`src/rtl/lsu_pkg.sv`:
```
// lsu_pkg: shared types and helpers for the load/store unit.
// Holds the FSM state enum, RV32I load/store func3 codes and the size-mask helper.
// Imported by lsu and lsu_align.
package lsu_pkg;

  typedef enum logic [2:0] {
    IDLE  = 3'd0,
    REQ0  = 3'd1,
    WAIT0 = 3'd2,
    REQ1  = 3'd3,
    WAIT1 = 3'd4,
    RESP  = 3'd5
  } state_e;

  localparam logic [2:0] F3_B  = 3'b000;
  localparam logic [2:0] F3_H  = 3'b001;
  localparam logic [2:0] F3_W  = 3'b010;
  localparam logic [2:0] F3_BU = 3'b100;
  localparam logic [2:0] F3_HU = 3'b101;

  // Byte mask of the access size, right-aligned: byte/half/word.
  function automatic logic [3:0] size_mask(input logic [2:0] func3);
    case (func3[1:0])
      2'b00:   return 4'b0001;
      2'b01:   return 4'b0011;
      default: return 4'b1111;
    endcase
  endfunction

  // Stores only have B/H/W; loads add the unsigned B/H variants.
  function automatic logic f3_legal(input logic we, input logic [2:0] func3);
    if (we) return (func3 == F3_B) || (func3 == F3_H) || (func3 == F3_W);
    return (func3 == F3_B) || (func3 == F3_H) || (func3 == F3_W) ||
           (func3 == F3_BU) || (func3 == F3_HU);
  endfunction

  // Natural-size misalignment: half on an odd byte, word off a word boundary.
  function automatic logic is_misaligned(input logic [2:0] func3, input logic [1:0] offset);
    return ((func3[1:0] == 2'b01) && offset[0]) ||
           ((func3[1:0] == 2'b10) && (offset != 2'b00));
  endfunction

endpackage

```
`src/rtl/lsu_align.sv`:
```
// lsu_align: byte-enable, store-lane and load-extract datapath for the LSU.
// Purely combinational (zero latency); no handshake of its own.
// Beat0 uses the low halves of be8/wlane, beat1 the high halves.
module lsu_align
  import lsu_pkg::*;
(
  input  logic [2:0]  func3,
  input  logic [1:0]  offset,
  input  logic [31:0] wdata,
  input  logic [31:0] beat0,
  input  logic [31:0] beat1,
  output logic [7:0]  be8,
  output logic [63:0] wlane,
  output logic [31:0] rdata
);

  logic [3:0]  m;
  logic [31:0] wrep;
  logic [31:0] raw;

  assign m   = size_mask(func3);
  assign be8 = {4'b0000, m} << offset;

  // Replicate store data across the word so every lane carries the right byte(s).
  always_comb begin
    wrep = wdata;
    case (func3[1:0])
      2'b00:   wrep = {4{wdata[7:0]}};
      2'b01:   wrep = {2{wdata[15:0]}};
      default: wrep = wdata;
    endcase
  end

  assign wlane = {32'b0, wrep} << {offset, 3'b000};

  // Two-beat window shifted down so the addressed byte lands in lane 0.
  assign raw = 32'({beat1, beat0} >> {offset, 3'b000});

  // Truncate to size and extend according to the signed/unsigned variant.
  always_comb begin
    rdata = raw;
    case (func3)
      F3_B:    rdata = {{24{raw[7]}}, raw[7:0]};
      F3_BU:   rdata = {24'b0, raw[7:0]};
      F3_H:    rdata = {{16{raw[15]}}, raw[15:0]};
      F3_HU:   rdata = {16'b0, raw[15:0]};
      default: rdata = raw;
    endcase
  end

endmodule

```
`src/rtl/lsu.sv`:
```
// lsu: RV32I load/store unit between execute and a word-addressed data memory.
// Latency: 3 cycles accept-to-rsp_valid aligned, 5 for a split, 1 for an error; beats stall on mem_gnt/mem_rvalid.
// One request in flight (req_ready only in IDLE). LSU_MISALIGNED_EN enables two-beat misaligned accesses.
module lsu
  import lsu_pkg::*;
#(
  parameter int ADDR_W = 32
) (
  input  logic              clk,
  input  logic              rst_n,
  input  logic              req_valid,
  output logic              req_ready,
  input  logic              req_we,
  input  logic [2:0]        req_func3,
  input  logic [ADDR_W-1:0] req_addr,
  input  logic [31:0]       req_wdata,
  output logic              rsp_valid,
  output logic [31:0]       rsp_rdata,
  output logic              rsp_error,
  output logic              mem_req,
  input  logic              mem_gnt,
  output logic [ADDR_W-1:0] mem_addr,
  output logic              mem_we,
  output logic [3:0]        mem_be,
  output logic [31:0]       mem_wdata,
  input  logic              mem_rvalid,
  input  logic [31:0]       mem_rdata
);

  state_e            state_q, state_d;
  logic              we_q, we_d;
  logic [2:0]        f3_q, f3_d;
  logic [ADDR_W-1:0] addr_q, addr_d;
  logic [31:0]       wdata_q, wdata_d;
  logic [31:0]       beat0_q, beat0_d;
  logic [31:0]       rsp_rdata_q, rsp_rdata_d;
  logic              rsp_error_q, rsp_error_d;

  logic [7:0]        be8;
  logic [63:0]       wlane;
  logic [31:0]       ld_rdata;
  logic [31:0]       beat0_in;
  logic [31:0]       beat1_in;
  logic              spans;
  logic              hi_beat;
  logic              reject;
  logic [ADDR_W-1:0] word_addr;

  // Feed the live read word into the extractor during the completing wait state.
  assign beat0_in = (state_q == WAIT0) ? mem_rdata : beat0_q;
  assign beat1_in = (state_q == WAIT1) ? mem_rdata : 32'b0;

  lsu_align u_align (
    .func3  (f3_q),
    .offset (addr_q[1:0]),
    .wdata  (wdata_q),
    .beat0  (beat0_in),
    .beat1  (beat1_in),
    .be8    (be8),
    .wlane  (wlane),
    .rdata  (ld_rdata)
  );

  assign spans = |be8[7:4];

`ifdef LSU_MISALIGNED_EN
  assign reject = 1'b0;
`else
  assign reject = is_misaligned(req_func3, req_addr[1:0]);
`endif

  // Next-state and register-load decode for the request/beat/response sequence.
  always_comb begin
    state_d     = state_q;
    we_d        = we_q;
    f3_d        = f3_q;
    addr_d      = addr_q;
    wdata_d     = wdata_q;
    beat0_d     = beat0_q;
    rsp_rdata_d = 32'b0;
    rsp_error_d = 1'b0;
    case (state_q)
      IDLE: begin
        if (req_valid) begin
          we_d    = req_we;
          f3_d    = req_func3;
          addr_d  = req_addr;
          wdata_d = req_wdata;
          if (!f3_legal(req_we, req_func3) || reject) begin
            state_d     = RESP;
            rsp_error_d = 1'b1;
          end else begin
            state_d = REQ0;
          end
        end
      end
      REQ0: if (mem_gnt) state_d = WAIT0;
      WAIT0: begin
        if (mem_rvalid) begin
          beat0_d = mem_rdata;
          if (spans) begin
            state_d = REQ1;
          end else begin
            state_d     = RESP;
            rsp_rdata_d = we_q ? 32'b0 : ld_rdata;
          end
        end
      end
      REQ1: if (mem_gnt) state_d = WAIT1;
      WAIT1: begin
        if (mem_rvalid) begin
          state_d     = RESP;
          rsp_rdata_d = we_q ? 32'b0 : ld_rdata;
        end
      end
      RESP:    state_d = IDLE;
      default: state_d = IDLE;
    endcase
  end

  // State and datapath registers with synchronous active-low reset.
  always_ff @(posedge clk) begin
    if (!rst_n) begin
      state_q     <= IDLE;
      we_q        <= 1'b0;
      f3_q        <= 3'b0;
      addr_q      <= '0;
      wdata_q     <= 32'b0;
      beat0_q     <= 32'b0;
      rsp_rdata_q <= 32'b0;
      rsp_error_q <= 1'b0;
    end else begin
      state_q     <= state_d;
      we_q        <= we_d;
      f3_q        <= f3_d;
      addr_q      <= addr_d;
      wdata_q     <= wdata_d;
      beat0_q     <= beat0_d;
      rsp_rdata_q <= rsp_rdata_d;
      rsp_error_q <= rsp_error_d;
    end
  end

  // Memory port is decoded from registered state only; zeroed whenever no beat is requested.
  assign word_addr = {addr_q[ADDR_W-1:2], 2'b00};
  assign mem_req   = (state_q == REQ0) || (state_q == REQ1);
  assign hi_beat   = (state_q == REQ1);
  assign mem_addr  = !mem_req ? '0 : (hi_beat ? word_addr + ADDR_W'(4) : word_addr);
  assign mem_we    = mem_req && we_q;
  assign mem_be    = !mem_req ? 4'b0 : (hi_beat ? be8[7:4] : be8[3:0]);
  assign mem_wdata = !mem_req ? 32'b0 : (hi_beat ? wlane[63:32] : wlane[31:0]);

  assign req_ready = (state_q == IDLE);
  assign rsp_valid = (state_q == RESP);
  assign rsp_rdata = rsp_rdata_q;
  assign rsp_error = rsp_error_q;

endmodule
```
`config.mk`:
```
export PLATFORM = sky130hd
export DESIGN_NAME = lsu
export DESIGN_NICKNAME = d
export VERILOG_FILES = /design/src/rtl/lsu_pkg.sv /design/src/rtl/lsu_align.sv /design/src/rtl/lsu.sv
export SDC_FILE = /design/constraint.sdc
export NUM_CORES = 1
export LEC_CHECK = 0
export CAP_MARGIN = 20
export CORE_ASPECT_RATIO = 1.4
export CORE_MARGIN = 2
export CORE_UTILIZATION = 40
export CTS_CLUSTER_SIZE = 24
export DETAILED_ROUTE_END_ITERATION = 10
export MAX_ROUTING_LAYER = met4
export PLACE_DENSITY = 0.73
export SLEW_MARGIN = 20
export SYNTH_ARGS = -nofsm -noshare
export SYNTH_HDL_FRONTEND = slang
export SYNTH_SLANG_ARGS = --single-unit
```
`constraint.sdc`:
```
create_clock -name clk -period 2.58 [get_ports clk]
set_clock_uncertainty 0.1 [all_clocks]
set_input_delay 0.516 -clock clk [delete_from_list [all_inputs] [get_ports clk]]
set_output_delay 0.516 -clock clk [all_outputs]
set_load 0.01 [all_outputs]
```
==> Yosys cells after proc, flatten, opt, wreduce, memory -nomap -nowiden <==
Index checks and enable logic that the tools add are counted.
{ "totals": {"reg_bits": 136, "in_bits": 105, "output_inout_bits": 105, "word_cells": 85} }
{ "op_classes": {"n_addsub": 1, "eq_ne": 20, "shift": 3, "muxes": 32, "n_reduce_logical": 21} }
{ "ops": {"columns": ["op", "count"], "rows": [
  ["$mux W32", 10],
  ["$pmux W32 S2", 2],
  ["$pmux W32 S4", 1],
  ["$shl A32 B5 Y64", 1],
  ["$shr A64 B5 Y32", 1],
  ["$add A32 B3 Y32 const B", 1],
  ["$mux W3", 7],
  ["$eq A3 B3 Y1 const B", 6],
  ["$pmux W3 S5", 1],
  ["$ne A2 B2 Y1 const B", 5],
  ["$eq A3 B1 Y1 const B", 3],
  ["$eq A3 B2 Y1 const B", 3],
  ["$logic_not A3 Y1", 3],
  ["$mux W1", 8],
  ["$mux W4", 2],
  ["$pmux W4 S2", 1],
  ["$shl A4 B2 Y8", 1],
  ["$logic_or A1 B1 Y1", 7],
  ["$reduce_and A5 Y1", 1],
  ["$eq A2 B1 Y1 const B", 2],
  ["$reduce_and A2 Y1", 2],
  ["$reduce_or A4 Y1", 1],
  ["$logic_and A1 B1 Y1", 3],
  ["$reduce_and A3 Y1", 1],
  ["4 further kinds", 4]
]} }

==> Depth between registers and ports, before layout <==
{ "depth": {"word_depth": 13, "ltp_mapped": 8, "mapped_depth_nobuf": 6} }

==> Hierarchy <==
From an unflattened synthesis, not the netlist that was laid out.
{ "hier_totals": {"hier_cells": 1126, "hier_area_um2": 9054.9} }
{ "by_module_without_submodules": {"columns": ["module", "n_inst", "cells_each", "area_per_inst_um2", "seq_area_each_um2"], "rows": [
  ["lsu", 1, 834, 6756.5, 2722.6],
  ["lsu_align", 1, 292, 2298.5, 0.0]
]} }

==> Least setup slack after synthesis <==
Ideal clock, no wire load.
{ "synth_path": {"path_type": "register to output", "start": "register addr_q[12]", "end": "output mem_addr[31]", "t_arrival_ps": 1811, "required_ps": 1964, "slack_ps": 153, "path_stages_with_launch": 7, "path_buffers": 1, "path_cell_list": "dfxtp_1 > nand4_2 > or4_1 > buf_6 > nor4_4 > nand3_1 > a21oi_1"} }
{ "synth_between": {"elab_chain_len": 3} }
{ "synth_rtl": {"columns": ["item", "line_no", "text"], "rows": [
  ["start, declared", "lsu.sv:33", "logic [ADDR_W-1:0] addr_q, addr_d;"],
  ["start signal, assigned", "lsu.sv:136", "addr_q <= addr_d;"],
  ["$add A32 B3 Y32", "lsu.sv:148", "assign mem_addr = !mem_req ? '0 : (hi_beat ? word_addr + ADDR_W'(4) : word_addr);"],
  ["$mux W32 (2 in series)", "lsu.sv:148", null],
  ["end, declared", "lsu.sv:22", "output logic [ADDR_W-1:0] mem_addr,"]
]} }
Every way passes these cells.

==> Worst setup path after layout <==
{ "layout_path": {"start": "register addr_q[18]", "end": "output mem_addr[28]"} }
Same word-level chain as after synthesis.

==> flow_summary.toml <==
[worst_setup_path]
required_ns = 1.96
cp_max_fo = 4
crit_path_cell_trace = "nand4_1 > or4_4 > buf_4 > buf_8 > nor3_4 > xnor2_1 > nor2_1 > buf_2"
worst-path-buf-inv = 3
cpMaxStageDelayCell = "or4_4"
max_stage_delay_ns = 0.52
cp-start-kind = "flip-flop"
critPathTopFamily = "simple AND/OR/NAND/NOR gates"
crit_path_end_kind = "output port"
crit_type = "flip-flop to output port"
cp.arrival_ns = 2.18

[clock_network]
cts-root-buf = "clkbuf_16"
cts_tree = "done"
ctsHoldBuffers = 0
cts_buffers = 17
cts_sinks = 136
clk_path_buf_depth = 2
insertion_delay_ns = 0.42
h-tree-depth = 4
path_clk_slew_ns = 0.06

[placement]
portBuffers = 207
dpl_worst_slack_ns = -0.298
place_hpwl_mm = 20.8
gp_congestion = 0.924

[die]
core_area_um2 = 20000
start_util_pct = 41.0
die_h_um = 173
die_area_um2 = 21700
fp.dieW_um = 125
fp-row-count = 61
io_pins = 210

[layout]
postLayoutCoreUtil_pct = 65.5
layout_commonest_cell = "nand2_1"
final-seq-area_um2 = 2760
nNetsFinal = 1501
fill_cells = 1565
mostFrequentLayoutCells = "265 x nand2_1, 139 x clkdlybuf4s50_1, 121 x buf_4"
syn_to_final_growth_pct = 59.9
multi_input_area_um2 = 5830
layout-drive-gt1-share_pct = 30.3

[yosys]
ys_ff_latch = 136
ys_warn_count = 0
synth_top_area_share_pct = 33.2
synth_edf_count = 0
syn-instance-count = 1077
synthArstFlopShare_pct = 0
synth_area_leaders = "dfxtp_1 33%, nand2_1 12%, mux2i_1 11%"
avgSynthCellArea_um2 = 7.61
synth_seq_area_share_pct = 33.2
synth_area_um2 = 8190
synth_cell_types = 60
synth_ff_type = "dfxtp_1"
yosys.area.top_type = "dfxtp_1"

[sta]
rsz0062_at_grt = "true"
hold_viol_final = 0
worst_slack_ns = -0.216
fmax_ghz = 0.358
drv_slew = 0
period_needed_ns = 2.80
finalSetupViolations = 33
timing.final.crit_share_pct = 108

[pwr]
power_density_nw_per_um2 = 617
power_w = 0.00808
leakage_nw = 5.16
vdd_drop_max_uv = 396

[detailed_routing]
vias = 9221
dr.first_iter.drc_count = 654
ant_nets = 0
drt_wl_total_mm = 30.9
dr.pass1.iters = 5
drc = 0
vias_per_cell = 5.55
wl_per_cell_um = 18.6

[global_route]
grt_pass1_vias = 8819
antenna_found_initial = 2
grt-ovfl-total = 0
grt_usage_pct = 27.1
grt_first_pass_wirelength_mm = 46.3
grt_max_degree = 69

[outcome]
violations = "setup timing"
status = "finished with violations"

[worst_hold_path]
hold_path_class = "flip-flop to flip-flop"

[flow_run]
drv_cap = 0
[worst register-to-register path, stage by stage (launching register included)]
cell and delay, ns:
dfxtp_4 0.40, buf_8 0.21, buf_6 0.26, nor4bb_4 0.37, nand2_1 0.11, o2111ai_1 0.13
a31oi_2 0.16, buf_4 0.21, nor3_1 0.25
[area by class of cell]
class | instances | area share [%]
clock inverters | 9 | 0.879
well taps | 252 | 2.41
flip-flops and latches | 136 | 21.0
clock buffers | 22 | 3.70
inverters | 9 | 0.267
multi-input cells | 842 | 44.5
repair buffers | 389 | 27.1
diodes | 3 | 0.0573
[repair_timing]
action | 4_1_cts | 5_1_grt
setup buffers | 29 | 31
setup endpoints to repair | 70 | 72
pin swaps | 74 | 80
gates resized for setup | 382 | 131
gates cloned | 1 | 2
endpoints found under the hold margin | 0 | 0
[registers in the layout, indices dropped and copies added (netlist names)]
name / flops
rsp_error: 1
wdata_q: 32
f3_q: 3
state_q: 3
rsp_rdata: 32
beat0_q: 32
addr_q: 32
we_q: 1
[per-stage QoR]
| step | hold slack [ns] | setup TNS, ns | cell area [um2] | std cells |
|---|---|---|---|---|
| after floorplan | 0.341 | 0 | 8200 | 1078 |
| after global routing | 0.389 | -5.82 | 13100 | 1661 |
| after detailed placement | 0.357 | -5.27 | 11300 | 1577 |
| final | 0.361 | -2.85 | 13100 | 1662 |
| after global placement | 0.347 | -4.47 | 11300 | 1577 |
| after CTS | 0.364 | -1.94 | 12400 | 1633 |
[power by group]
part | switching [W] | internal [W]
sequential | 0.000143 | 0.00229
combinational | 0.00170 | 0.00147
clock | 0.000957 | 0.00153
total | 0.00280 | 0.00528
[synth_stat cells, types with 3 or more instances]
| master | n |
|---|---|
| nand2_1 | 271 |
| dfxtp_1 | 136 |
| a21boi_0 | 100 |
| mux2i_1 | 92 |
| nor2_1 | 71 |
| clkbuf_1 | 62 |
| o21ai_0 | 56 |
| a21oi_1 | 54 |
| nor3_1 | 32 |
| a211oi_1 | 17 |
| a21o_1 | 17 |
| xnor2_1 | 15 |
| buf_2 | 13 |
| buf_1 | 10 |
| nand3_1 | 10 |
| xor2_1 | 9 |
| mux4_2 | 8 |
| o22ai_1 | 8 |
| inv_1 | 7 |
| nand4_1 | 7 |
| a211o_1 | 6 |
| a22oi_1 | 6 |
| and2_1 | 6 |
| and3_1 | 5 |
| a31oi_1 | 4 |
| buf_4 | 4 |
| nand2b_1 | 4 |
| nor2b_1 | 4 |
| a221oi_1 | 3 |
| and4_1 | 3 |
| or3_1 | 3 |
[kinds of logic (layout without fill, tap and decap cells)]
group / after synthesis / count (layout) / synth area share, %
DFF: 136 / 136 / 33.2
buffers and inverters: 100 / 429 / 5.07
adders and majority gates: 1 / 1 / 0.153
AOI/OAI and AO/OA: 281 / 281 / 22.5
and+or+nand+nor: 434 / 434 / 23.0
other: 1 / 5 / 0.0458
xor gates and xnor gates: 24 / 24 / 2.57
muxes: 100 / 100 / 13.4
[path summary, 6_finish.rpt]
check                           from                  endpoint  slack [ns]  cells past startpoint
min reg2reg  beat0_q[7]$_SDFFE_PN0P_   beat0_q[7]$_SDFFE_PN0P_        0.36                      2
min          beat0_q[7]$_SDFFE_PN0P_   beat0_q[7]$_SDFFE_PN0P_        0.36                      2
max reg2reg   addr_q[0]$_SDFFE_PN0P_  rsp_rdata[16]$_SDFF_PN0_        0.30                      8
max          addr_q[18]$_SDFFE_PN0P_              mem_addr[28]       -0.22                      8
[routing by layer]
layer	global-route usage [%]	vias up	share of wire, %
li1	-	4373	-
met1	31.9	4312	39
met2	44.7	440	50
met3	4.32	96	6.4
met4	14.0	0	4.8
met5	-	-	0
Power figures use the tool's default switching activity.
